## src/rtl/counter_pkg.sv

```systemverilog
// Shared types and constants for the MC14433 3-1/2 digit BCD event counter.
package mc14433_pkg;

  typedef logic [3:0] bcd_t;

  localparam bcd_t BCD_MAX    = 4'd9;
  localparam int   FULL_SCALE = 1999;

  // Codes 9..15 all behave as the top of the decade; 10..15 are never
  // produced, but if one appears it carries and wraps like a 9.
  function automatic logic bcd_at_top(input bcd_t d);
    return (d >= BCD_MAX);
  endfunction

endpackage

```

## src/rtl/counter_if.sv

```systemverilog
// Control and digit bus between the phase sequencer, the counter and the
// output latch/multiplexer.
interface counter_if;
  import mc14433_pkg::*;

  logic s1;
  logic s2;
  logic s3;
  logic s4;
  logic g2;
  logic qb11;
  logic qb21;
  logic qb31;
  logic qb41;
  logic qb14;
  logic qb24;
  logic qb34;
  logic S2;
  logic G4;
  bcd_t d1;
  bcd_t d2;
  bcd_t d3;

  modport master (
    output s1, s2, s3, s4, g2,
    input  qb11, qb21, qb31, qb41, qb14, qb24, qb34, S2, G4, d1, d2, d3
  );

  modport slave (
    input  s1, s2, s3, s4, g2,
    output qb11, qb21, qb31, qb41, qb14, qb24, qb34, S2, G4, d1, d2, d3
  );

endinterface

```

## src/rtl/counter_bcd_digit.sv

```systemverilog
// One decade stage: counts 0..9 when cin is high, synchronous active-low
// clear that also blocks the carry out of this stage.
module bcd_digit
  import mc14433_pkg::*;
(
  input  logic clk,
  input  logic rst,
  input  logic clr_n,
  input  logic cin,
  output bcd_t q,
  output logic cout
);

  bcd_t q_q;
  bcd_t q_d;

  // Next digit: clear wins over increment; top-of-decade wraps to 0.
  always_comb begin
    q_d = q_q;
    if (!clr_n) begin
      q_d = '0;
    end else if (cin) begin
      q_d = bcd_at_top(q_q) ? bcd_t'(0) : q_q + bcd_t'(1);
    end
  end

  // Digit register with asynchronous reset.
  always_ff @(posedge clk or posedge rst) begin
    if (rst) begin
      q_q <= '0;
    end else begin
      q_q <= q_d;
    end
  end

  assign q    = q_q;
  assign cout = cin & bcd_at_top(q_q) & clr_n;

endmodule

```

## src/rtl/counter.sv

```systemverilog
// 3-1/2 digit BCD event counter (0000..1999) with sticky overrange flag
// and combinational terminal-count carry.
module counter
  import mc14433_pkg::*;
(
  input  logic     clk,
  input  logic     rst,
  counter_if.slave bus
);

  bcd_t d1_w;
  bcd_t d2_w;
  bcd_t d3_w;
  logic c1_w;
  logic c2_w;
  logic c3_w;
  logic half_q;
  logic half_d;
  logic ovr_q;
  logic ovr_d;

  bcd_digit u_units (
    .clk   (clk),
    .rst   (rst),
    .clr_n (bus.s1),
    .cin   (bus.g2),
    .q     (d1_w),
    .cout  (c1_w)
  );

  bcd_digit u_tens (
    .clk   (clk),
    .rst   (rst),
    .clr_n (bus.s2),
    .cin   (c1_w),
    .q     (d2_w),
    .cout  (c2_w)
  );

  bcd_digit u_hundreds (
    .clk   (clk),
    .rst   (rst),
    .clr_n (bus.s3),
    .cin   (c2_w),
    .q     (d3_w),
    .cout  (c3_w)
  );

  // Half-digit toggles on hundreds carry; a carry while it is 1 is the
  // 1999->0000 wrap and latches overrange. s4 clears both.
  always_comb begin
    half_d = half_q;
    ovr_d  = ovr_q;
    if (!bus.s4) begin
      half_d = 1'b0;
      ovr_d  = 1'b0;
    end else if (c3_w) begin
      half_d = ~half_q;
      if (half_q) begin
        ovr_d = 1'b1;
      end
    end
  end

  // Half-digit and overrange registers with asynchronous reset.
  always_ff @(posedge clk or posedge rst) begin
    if (rst) begin
      half_q <= 1'b0;
      ovr_q  <= 1'b0;
    end else begin
      half_q <= half_d;
      ovr_q  <= ovr_d;
    end
  end

  assign bus.d1   = d1_w;
  assign bus.d2   = d2_w;
  assign bus.d3   = d3_w;
  assign bus.qb11 = d1_w[0];
  assign bus.qb21 = d2_w[0];
  assign bus.qb31 = d3_w[0];
  assign bus.qb14 = d1_w[3];
  assign bus.qb24 = d2_w[3];
  assign bus.qb34 = d3_w[3];
  assign bus.qb41 = half_q;
  assign bus.S2   = ovr_q;
  assign bus.G4   = bus.g2 & half_q & (d3_w == BCD_MAX) & (d2_w == BCD_MAX)
                  & (d1_w == BCD_MAX);

endmodule

```

## src/flat_wrapper.sv

```systemverilog
// flat-port wrapper written by rule: the top's interface ports become plain ports
module counter_flat import mc14433_pkg::*;
  (clk, rst, bus_s1, bus_s2, bus_s3, bus_s4, bus_g2, bus_qb11, bus_qb21, bus_qb31, bus_qb41, bus_qb14, bus_qb24, bus_qb34, bus_S2, bus_G4, bus_d1, bus_d2, bus_d3);
  counter_if bus_i ();
  input  logic clk;
  input  logic rst;
  input wire logic [$bits(bus_i.s1)-1:0] bus_s1;
  input wire logic [$bits(bus_i.s2)-1:0] bus_s2;
  input wire logic [$bits(bus_i.s3)-1:0] bus_s3;
  input wire logic [$bits(bus_i.s4)-1:0] bus_s4;
  input wire logic [$bits(bus_i.g2)-1:0] bus_g2;
  output wire logic [$bits(bus_i.qb11)-1:0] bus_qb11;
  output wire logic [$bits(bus_i.qb21)-1:0] bus_qb21;
  output wire logic [$bits(bus_i.qb31)-1:0] bus_qb31;
  output wire logic [$bits(bus_i.qb41)-1:0] bus_qb41;
  output wire logic [$bits(bus_i.qb14)-1:0] bus_qb14;
  output wire logic [$bits(bus_i.qb24)-1:0] bus_qb24;
  output wire logic [$bits(bus_i.qb34)-1:0] bus_qb34;
  output wire logic [$bits(bus_i.S2)-1:0] bus_S2;
  output wire logic [$bits(bus_i.G4)-1:0] bus_G4;
  output wire logic [$bits(bus_i.d1)-1:0] bus_d1;
  output wire logic [$bits(bus_i.d2)-1:0] bus_d2;
  output wire logic [$bits(bus_i.d3)-1:0] bus_d3;
  assign bus_i.s1 = bus_s1;
  assign bus_i.s2 = bus_s2;
  assign bus_i.s3 = bus_s3;
  assign bus_i.s4 = bus_s4;
  assign bus_i.g2 = bus_g2;
  assign bus_qb11 = bus_i.qb11;
  assign bus_qb21 = bus_i.qb21;
  assign bus_qb31 = bus_i.qb31;
  assign bus_qb41 = bus_i.qb41;
  assign bus_qb14 = bus_i.qb14;
  assign bus_qb24 = bus_i.qb24;
  assign bus_qb34 = bus_i.qb34;
  assign bus_S2 = bus_i.S2;
  assign bus_G4 = bus_i.G4;
  assign bus_d1 = bus_i.d1;
  assign bus_d2 = bus_i.d2;
  assign bus_d3 = bus_i.d3;
  counter u_core (.clk(clk), .rst(rst), .bus(bus_i));
endmodule
```

## config.mk

```make
export PLATFORM = sky130hd
export DESIGN_NAME = counter_flat
export DESIGN_NICKNAME = d
export VERILOG_FILES = /design/src/rtl/counter_pkg.sv /design/src/rtl/counter_if.sv /design/src/rtl/counter_bcd_digit.sv /design/src/rtl/counter.sv /design/src/flat_wrapper.sv
export SDC_FILE = /design/constraint.sdc
export NUM_CORES = 1
export LEC_CHECK = 0
export BUFFER_PORTS_ARGS = -buffer_cell sky130_fd_sc_hd__buf_2
export CAP_MARGIN = 10
export CORE_UTILIZATION = 54
export CTS_CLUSTER_SIZE = 16
export DETAILED_ROUTE_END_ITERATION = 8
export PLACE_DENSITY = 0.88
export SYNTH_ARGS = -nofsm -noshare
export SYNTH_HDL_FRONTEND = slang
export SYNTH_SLANG_ARGS = --single-unit
```

## constraint.sdc

```tcl
create_clock -name clk -period 2.5 [get_ports clk]
set_input_delay 0.25 -clock clk [delete_from_list [all_inputs] [get_ports clk]]
set_output_delay 0.25 -clock clk [all_outputs]
set_load 0.02 [all_outputs]
```

==> flow_summary.json, run 1 <==
{
  "cts.root.buffer_cell": "sky130_fd_sc_hd__clkbuf_4",
  "number_of_synthesized_register_bits": 14,
  "post_synth_mux_area_share_pct": 2.17,
  "rr_worst_depth": 6,
  "n_fill_cell": 134,
  "critical_r2r_capture": "u_core.u_tens.q[2]",
  "floorplan.die_area_um2": 1990,
  "number_of_antenna_violations_at_the_first_check_in_global_routing": 0,
  "dr.first_iter.drc_count": 13,
  "grt_first_pass_wirelength_um": 3150,
  "worstSetupPathDepth": 5,
  "die_width_um": 44.6,
  "rsz0062_at_grt": "false",
  "floorplan.die.height_um": 44.6,
  "rr_startpoint": "u_core.u_tens.q[1]",
  "synth.yosys.seq_area_share_pct": 35.7,
  "finalMaxSlewViolations": 0,
  "crit_path_cell_trace": "inv_1, ha_1, nand4b_1, nor4_1, buf_2",
  "drt_drc_violations_left": 0,
  "run_status": "completed",
  "count_of_synthesis_stage_warnings_from_yosys": 0,
  "globalRouteTotalUtil_pct": 22.1,
  "placement.cell_area_um2": 1090,
  "finalWeightedCongestion": 0.866,
  "max_cap_violations": 0,
  "post_synth_xor_area_fraction_pct": 0.893,
  "cts.reportedPaths.clkPinSlew_ns": 0.08,
  "pwr_density_cell_nw_per_um2": 364,
  "cts.htree.levels": 1,
  "finalHoldViolations": 0,
  "first_pass_iters": 4,
  "timing.final.crit_share_pct": 71.3,
  "yosys.area_share.simple_pct": 25.3,
  "routed-via-count": 850,
  "clock_tree.buffer_depth": 2,
  "fin_worst_skew_ns": 0.00887,
  "synth-compound-area-share_pct": 15.3,
  "worst_voltage_drop_across_the_vdd_grid_mv": 0.290,
  "clk_sinks": 14,
  "layout-drive-gt1-share_pct": 30.2,
  "setup_viol": 0,
  "postSynthAreaPerCell_um2": 9.52,
  "slew_headroom_pct": 63.1,
  "start_util_pct": 57.4,
  "placed_cells_incl_taps": 148,
  "r2r_setup_slack_ns": 0.72,
  "critical_path_s_slowest_cell": "sky130_fd_sc_hd__dfrtp_1",
  "route.antenna.remaining_nets": 0,
  "synth-main-ff-cell": "sky130_fd_sc_hd__dfrtp_1",
  "ctsHoldBuffers": 0,
  "critical_path.startpoint_type": "register",
  "area_delta_synth_final_pct": 13.9,
  "globalRouteOverflowTotal": 0,
  "crit_family": "flip-flops",
  "synth_top_family_by_area": "simple AND/OR/NAND/NOR gates",
  "viasPerCell": 5.63,
  "dp_hpwl_um": 1580,
  "crit_type": "reg2out",
  "max_freq_ghz": 0.561,
  "critical_path_required_ns": 2.25,
  "syn-cell-area_um2": 981,
  "synth_cells": 103,
  "critical_path_buf_inv_count": 2,
  "num_antenna_cells": 0,
  "post-route-worst-setup-slack_ns": 0.717,
  "worst_ep_arrival_time_ns": 1.53,
  "worstSetupEndpointType": "primary output",
  "fp-row-count": 15,
  "synth_cell_types": 38,
  "post_cts.resized_instances": 0,
  "fin_crit_period_ns": 1.78,
  "clock_latency_ns": 0.27,
  "tns_ns": 0,
  "max_slew.worst_pin.slew_ns": 0.554,
  "first_global_vias": 783,
  "mappedNetlistNets": 119,
  "pin_count_of_the_biggest_net_entering_global_routing": 15,
  "routedWlPerCell_um": 13.5,
  "port-buffer-count": 27,
  "p_leak_nw": 0.551,
  "synth_edf_count": 0,
  "finalNetCount": 144,
  "hold_class": "in2async",
  "floorplan.core_area_um2": 1710,
  "cts-buffers-inserted": 3,
  "post_synth_fa_ha_maj_area_fraction_pct": 11.5,
  "final_area_um2": 1120,
  "critical_path_peak_fanout": 5,
  "place_ws_ns": 0.749,
  "number_of_setup_buffers_added_after_cts": 0,
  "post-route-util_pct": 65.4,
  "fin_cells": 151,
  "totalWireLength_um": 2050,
  "cp_slowest_stage_delay_ns": 0.42,
  "synth-async-reset-ratio_pct": 100,
  "cts_tree": "done",
  "floorplan.io_pins": 28
}
through the flow:
step	hold WS [ns]	total power, mW
2_1_floorplan	0.139	0.273
3_3_place_gp	0.314	0.289
3_5_place_dp	0.317	0.291
4_1_cts	0.0173	0.411
5_1_grt	0.0533	0.430
6_report	0.0104	0.407
worst max path at each step:
stage,from,end,slack (ns)
floorplan,u_core.u_units.q[1],u_core.u_hundreds.q[2],0.72
global placement,u_core.u_units.q[1],u_core.u_hundreds.q[2],0.79
detailed placement,u_core.u_units.q[1],u_core.u_hundreds.q[2],0.75
CTS,u_core.u_hundreds.q[1],bus_G4,0.68
global route,u_core.u_units.q[1],u_core.u_hundreds.q[2],0.60
finish,u_core.u_hundreds.q[1],bus_G4,0.72
synth_stat cells (2+ instances only):
library cell / count / area share [%]
sky130_fd_sc_hd__nand3_1: 3 / 1.5
sky130_fd_sc_hd__or3b_4: 2 / 2.3
sky130_fd_sc_hd__nand4b_1: 3 / 2.7
sky130_fd_sc_hd__nand4_1: 3 / 1.9
sky130_fd_sc_hd__o21ai_0: 5 / 2.6
sky130_fd_sc_hd__dfrtp_1: 14 / 36
sky130_fd_sc_hd__ha_1: 9 / 11
sky130_fd_sc_hd__a21oi_1: 6 / 3.1
sky130_fd_sc_hd__a22o_1: 2 / 1.8
sky130_fd_sc_hd__nor2_1: 4 / 1.5
sky130_fd_sc_hd__inv_1: 9 / 3.4
sky130_fd_sc_hd__buf_4: 7 / 5.4
sky130_fd_sc_hd__nor3_1: 4 / 2.0
sky130_fd_sc_hd__nand2_1: 8 / 3.1
registers in the layout, summed over array words and instances, names as in the netlist:
name,count
u_core.bus.S2,1
u_core.u_units.q,4
u_core.u_hundreds.q,4
u_core.bus.qb41,1
u_core.u_tens.q,4
final cells by class:
class,instances,area [um^2],area share (%)
Clock buffer,3,22.5,2.02
Inverter,10,37.5,3.36
Multi-Input combinational cell,72,541,48.4
Sequential cell,14,350,31.4
Tap cell,25,31.3,2.80
Timing Repair Buffer,27,135,12.1
metal layers:
layer	wire (um)	part of all wire [%]	track usage, %	vias up
li1	-	-	-	415
met1	923	45	25.6	412
met2	1050	51	38.5	19
met3	58	2.8	4.90	4
met4	14	0.68	10.3	0
met5	0	0	0	-
placed cells by master, fill, tap and decap left out, types with 4 or more instances in the layout:
cell type / count
sky130_fd_sc_hd__inv_1: 9
sky130_fd_sc_hd__a21oi_1: 6
sky130_fd_sc_hd__o21ai_0: 5
sky130_fd_sc_hd__nand2_1: 8
sky130_fd_sc_hd__ha_1: 9
sky130_fd_sc_hd__buf_2: 27
sky130_fd_sc_hd__dfrtp_1: 14
sky130_fd_sc_hd__nor3_1: 4
sky130_fd_sc_hd__nor2_1: 4
worst register-to-register path: cells and delay by family, from the launching register on:
family / cells / cell delay [ns]
AOI/OAI and AO/OA: 2 / 0.46
buffers and inverters: 1 / 0.09
adders and majority gates: 1 / 0.22
and+or+nand+nor: 2 / 0.52
DFF: 1 / 0.42
cell families (layout without fill, tap and decap cells):
| kind of cell | after synthesis | count (layout) |
|---|---|---|
| flops | 14 | 14 |
| buf+inv | 17 | 40 |
| xor+xnor | 1 | 1 |
| simple gates | 38 | 38 |
| fa+ha+maj | 9 | 9 |
| compound gates | 22 | 22 |
| mux | 2 | 2 |
where the power goes:
group | total [mW] | internal, mW | switching (mW)
registers | 0.233 | 0.229 | 0.00374
clock network | 0.120 | 0.0557 | 0.0641
logic | 0.0541 | 0.0196 | 0.0345
total | 0.407 | 0.304 | 0.102
No activity file was read; power rests on OpenSTA's default activity.
==> run 2, diff against run 1 <==
--- a/config.mk
+++ b/config.mk
@@ -7,10 +7,10 @@
 export LEC_CHECK = 0
 export BUFFER_PORTS_ARGS = -buffer_cell sky130_fd_sc_hd__buf_2
 export CAP_MARGIN = 10
-export CORE_UTILIZATION = 54
+export CORE_UTILIZATION = 46
 export CTS_CLUSTER_SIZE = 16
 export DETAILED_ROUTE_END_ITERATION = 8
-export PLACE_DENSITY = 0.88
+export PLACE_DENSITY = 0.81
 export SYNTH_ARGS = -nofsm -noshare
 export SYNTH_HDL_FRONTEND = slang
 export SYNTH_SLANG_ARGS = --single-unit
==> constraint.sdc (replaced) <==
create_clock -name clk -period 1.5 [get_ports clk]
set_input_delay 0.15 -clock clk [delete_from_list [all_inputs] [get_ports clk]]
set_output_delay 0.15 -clock clk [all_outputs]
set_load 0.02 [all_outputs]
==> run 2 against run 1 <==
Against the previous run: the flow now finishes with violations (negative setup slack); final cell count is 19% higher; routed wire length is 26% higher; utilization grew 9.1 points; non-clock buffer count increased by 25; power is 100% higher; via count up 16%; worst setup slack got worse by 0.89 ns; cell area grew 32%; clock skew down 0.0018 ns; combinational power rose to 2.9 times the previous value; critical path type unchanged; highest routed layer unchanged.
==> flow_summary.json, run 2 (same netlist as run 1, synthesis figures left out) <==
{
  "timing.critical_path.mode_cell": "sky130_fd_sc_hd__buf_4",
  "viasPerCell": 5.50,
  "setup_viol": 10,
  "routedWlPerCell_um": 14.4,
  "routed-via-count": 984,
  "critical_path_required_ns": 1.35,
  "post-route-util_pct": 74.5,
  "most-common-layout-cells": "26 x sky130_fd_sc_hd__buf_2, 24 x sky130_fd_sc_hd__buf_4, 8 x sky130_fd_sc_hd__dfrtp_1, 6 x sky130_fd_sc_hd__dfrtp_2",
  "power_report.internal_total_mw": 0.605,
  "dr.first_iter.drc_count": 32,
  "worstSetupEndpointType": "primary output",
  "max_cap_violations": 0,
  "num_antenna_cells": 0,
  "port-buffer-count": 27,
  "max_freq_ghz": 0.597,
  "run_status": "finished with violations",
  "hold_class": "in2reg",
  "floorplan.die.height_um": 48.2,
  "cts_tree": "done",
  "clock_tree.buffer_depth": 2,
  "fp-row-count": 16,
  "area_delta_synth_final_pct": 50.5,
  "first_pass_iters": 4,
  "crit_path_cell_trace": "inv_4, ha_4, buf_4, nand2_2, nor4_2, buf_4",
  "fin_worst_skew_ns": 0.00712,
  "crit_type": "reg2out",
  "globalRouteOverflowTotal": 0,
  "die_width_um": 48.2,
  "clk_pwr_share_pct": 34.4,
  "cp_slowest_stage_delay_ns": 0.43,
  "globalRouteTotalUtil_pct": 24.4,
  "switchingPower_mw": 0.226,
  "total_power_mw": 0.831,
  "place_ws_ns": -0.154,
  "layout-drive-gt1-share_pct": 58.6,
  "first_global_vias": 871,
  "critical_path_peak_fanout": 4,
  "critical_path.startpoint_type": "register",
  "finalHoldViolations": 0,
  "swShare_pct": 27.2,
  "rsz0062_at_grt": "true",
  "start_util_pct": 49.5,
  "cts.reportedPaths.clkPinSlew_ns": 0.10,
  "cts.root.buffer_cell": "sky130_fd_sc_hd__clkbuf_4",
  "finalMaxSlewViolations": 0,
  "max_slew.worst_pin.slew_ns": 0.560,
  "p_leak_nw": 0.699,
  "clk_sinks": 14,
  "totalWireLength_um": 2570,
  "finalNetCount": 169,
  "floorplan.io_pins": 28,
  "holdWs_ns": 0.0899,
  "critical_path_s_slowest_cell": "sky130_fd_sc_hd__dfrtp_2",
  "floorplan.core_area_um2": 1980,
  "slew_headroom_pct": 62.6,
  "route.antenna.remaining_nets": 0,
  "comb_power_share_pct": 18.9,
  "pwr_density_cell_nw_per_um2": 563,
  "dp_hpwl_um": 1870,
  "final_common_cell": "sky130_fd_sc_hd__buf_2",
  "worst_voltage_drop_across_the_vdd_grid_mv": 0.571,
  "worst_ep_arrival_time_ns": 1.53,
  "seqPwrFrac_pct": 46.7,
  "floorplan.die_area_um2": 2320,
  "post-route-worst-setup-slack_ns": -0.175,
  "drt_drc_violations_left": 0,
  "finalWeightedCongestion": 0.816,
  "violations_in_the_final_reports": "negative setup slack",
  "pin_count_of_the_biggest_net_entering_global_routing": 15,
  "cts.htree.levels": 1,
  "grt_first_pass_wirelength_um": 3880,
  "clock_latency_ns": 0.29,
  "fin_crit_period_ns": 1.68,
  "timing.final.crit_share_pct": 112,
  "critical_path_buf_inv_count": 3,
  "cts-buffers-inserted": 3,
  "crit_family": "flip-flops",
  "number_of_antenna_violations_at_the_first_check_in_global_routing": 0
}
[run 2: cell count changes in the layout (fill, tap and decap cells not counted), sizes merged]
cell | before | now
buf | 27 | 51
clkbuf | 3 | 4
dlygate4sd3 | 0 | 1
[run 2: area by class of cell]
type | instances | area [um^2]
fillers | 142 | 505
repair buffers | 52 | 332
clock buffers | 4 | 36.3
flip-flops and latches | 14 | 358
inverters | 10 | 40.0
well taps | 27 | 33.8
multi-input cells | 72 | 677
[run 2: timing repair]
| action | 4_1_cts | 5_1_grt |
|---|---|---|
| setup buffers | 6 | 1 |
| hold buffers | 1 | 0 |
| hold endpoints to repair | 14 | 0 |
| gates resized for setup | 14 | 6 |
| pin swaps | 19 | 3 |
| endpoints found under the setup margin | 13 | 14 |
[run 2: power groups by stage]
stage / Sequential [mW] / Clock, mW / Combinational (mW)
floorplan: 0.404 / 0 / 0.0646
global placement: 0.395 / 0 / 0.123
detailed placement: 0.396 / 0 / 0.126
CTS: 0.388 / 0.290 / 0.148
global route: 0.389 / 0.312 / 0.170
finish: 0.388 / 0.286 / 0.157
[run 2: per-stage QoR]
| step | std cells | TNS [ns] | instance area, um^2 |
|---|---|---|---|
| after floorplan | 103 | -0.797 | 1040 |
| after global placement | 167 | -0.559 | 1290 |
| after detailed placement | 167 | -1.02 | 1290 |
| after CTS | 178 | -1.05 | 1450 |
| after global routing | 179 | -1.79 | 1480 |
| final | 179 | -1.10 | 1480 |
[run 2: metal layers]
layer	up-vias	wire (um)	track usage (%)
li1	469	-	-
met1	471	1110	33.9
met2	39	1280	38.4
met3	5	145	3.33
met4	0	37	9.44
met5	-	0	0
[run 2: worst paths after layout]
check / from / to / slack [ns] / cells past startpoint
min: bus_s4 / u_core.bus.S2 / 0.09 / 2
min reg2reg: u_core.bus.S2 / u_core.bus.S2 / 0.51 / 1
max in group asynchronous: rst / u_core.u_tens.q[0] / 0.65 / 3
max reg2reg: u_core.u_units.q[0] / u_core.u_hundreds.q[2] / -0.17 / 6
min in group asynchronous: rst / u_core.bus.qb41 / 0.44 / 3
max: u_core.u_units.q[1] / bus_G4 / -0.18 / 6
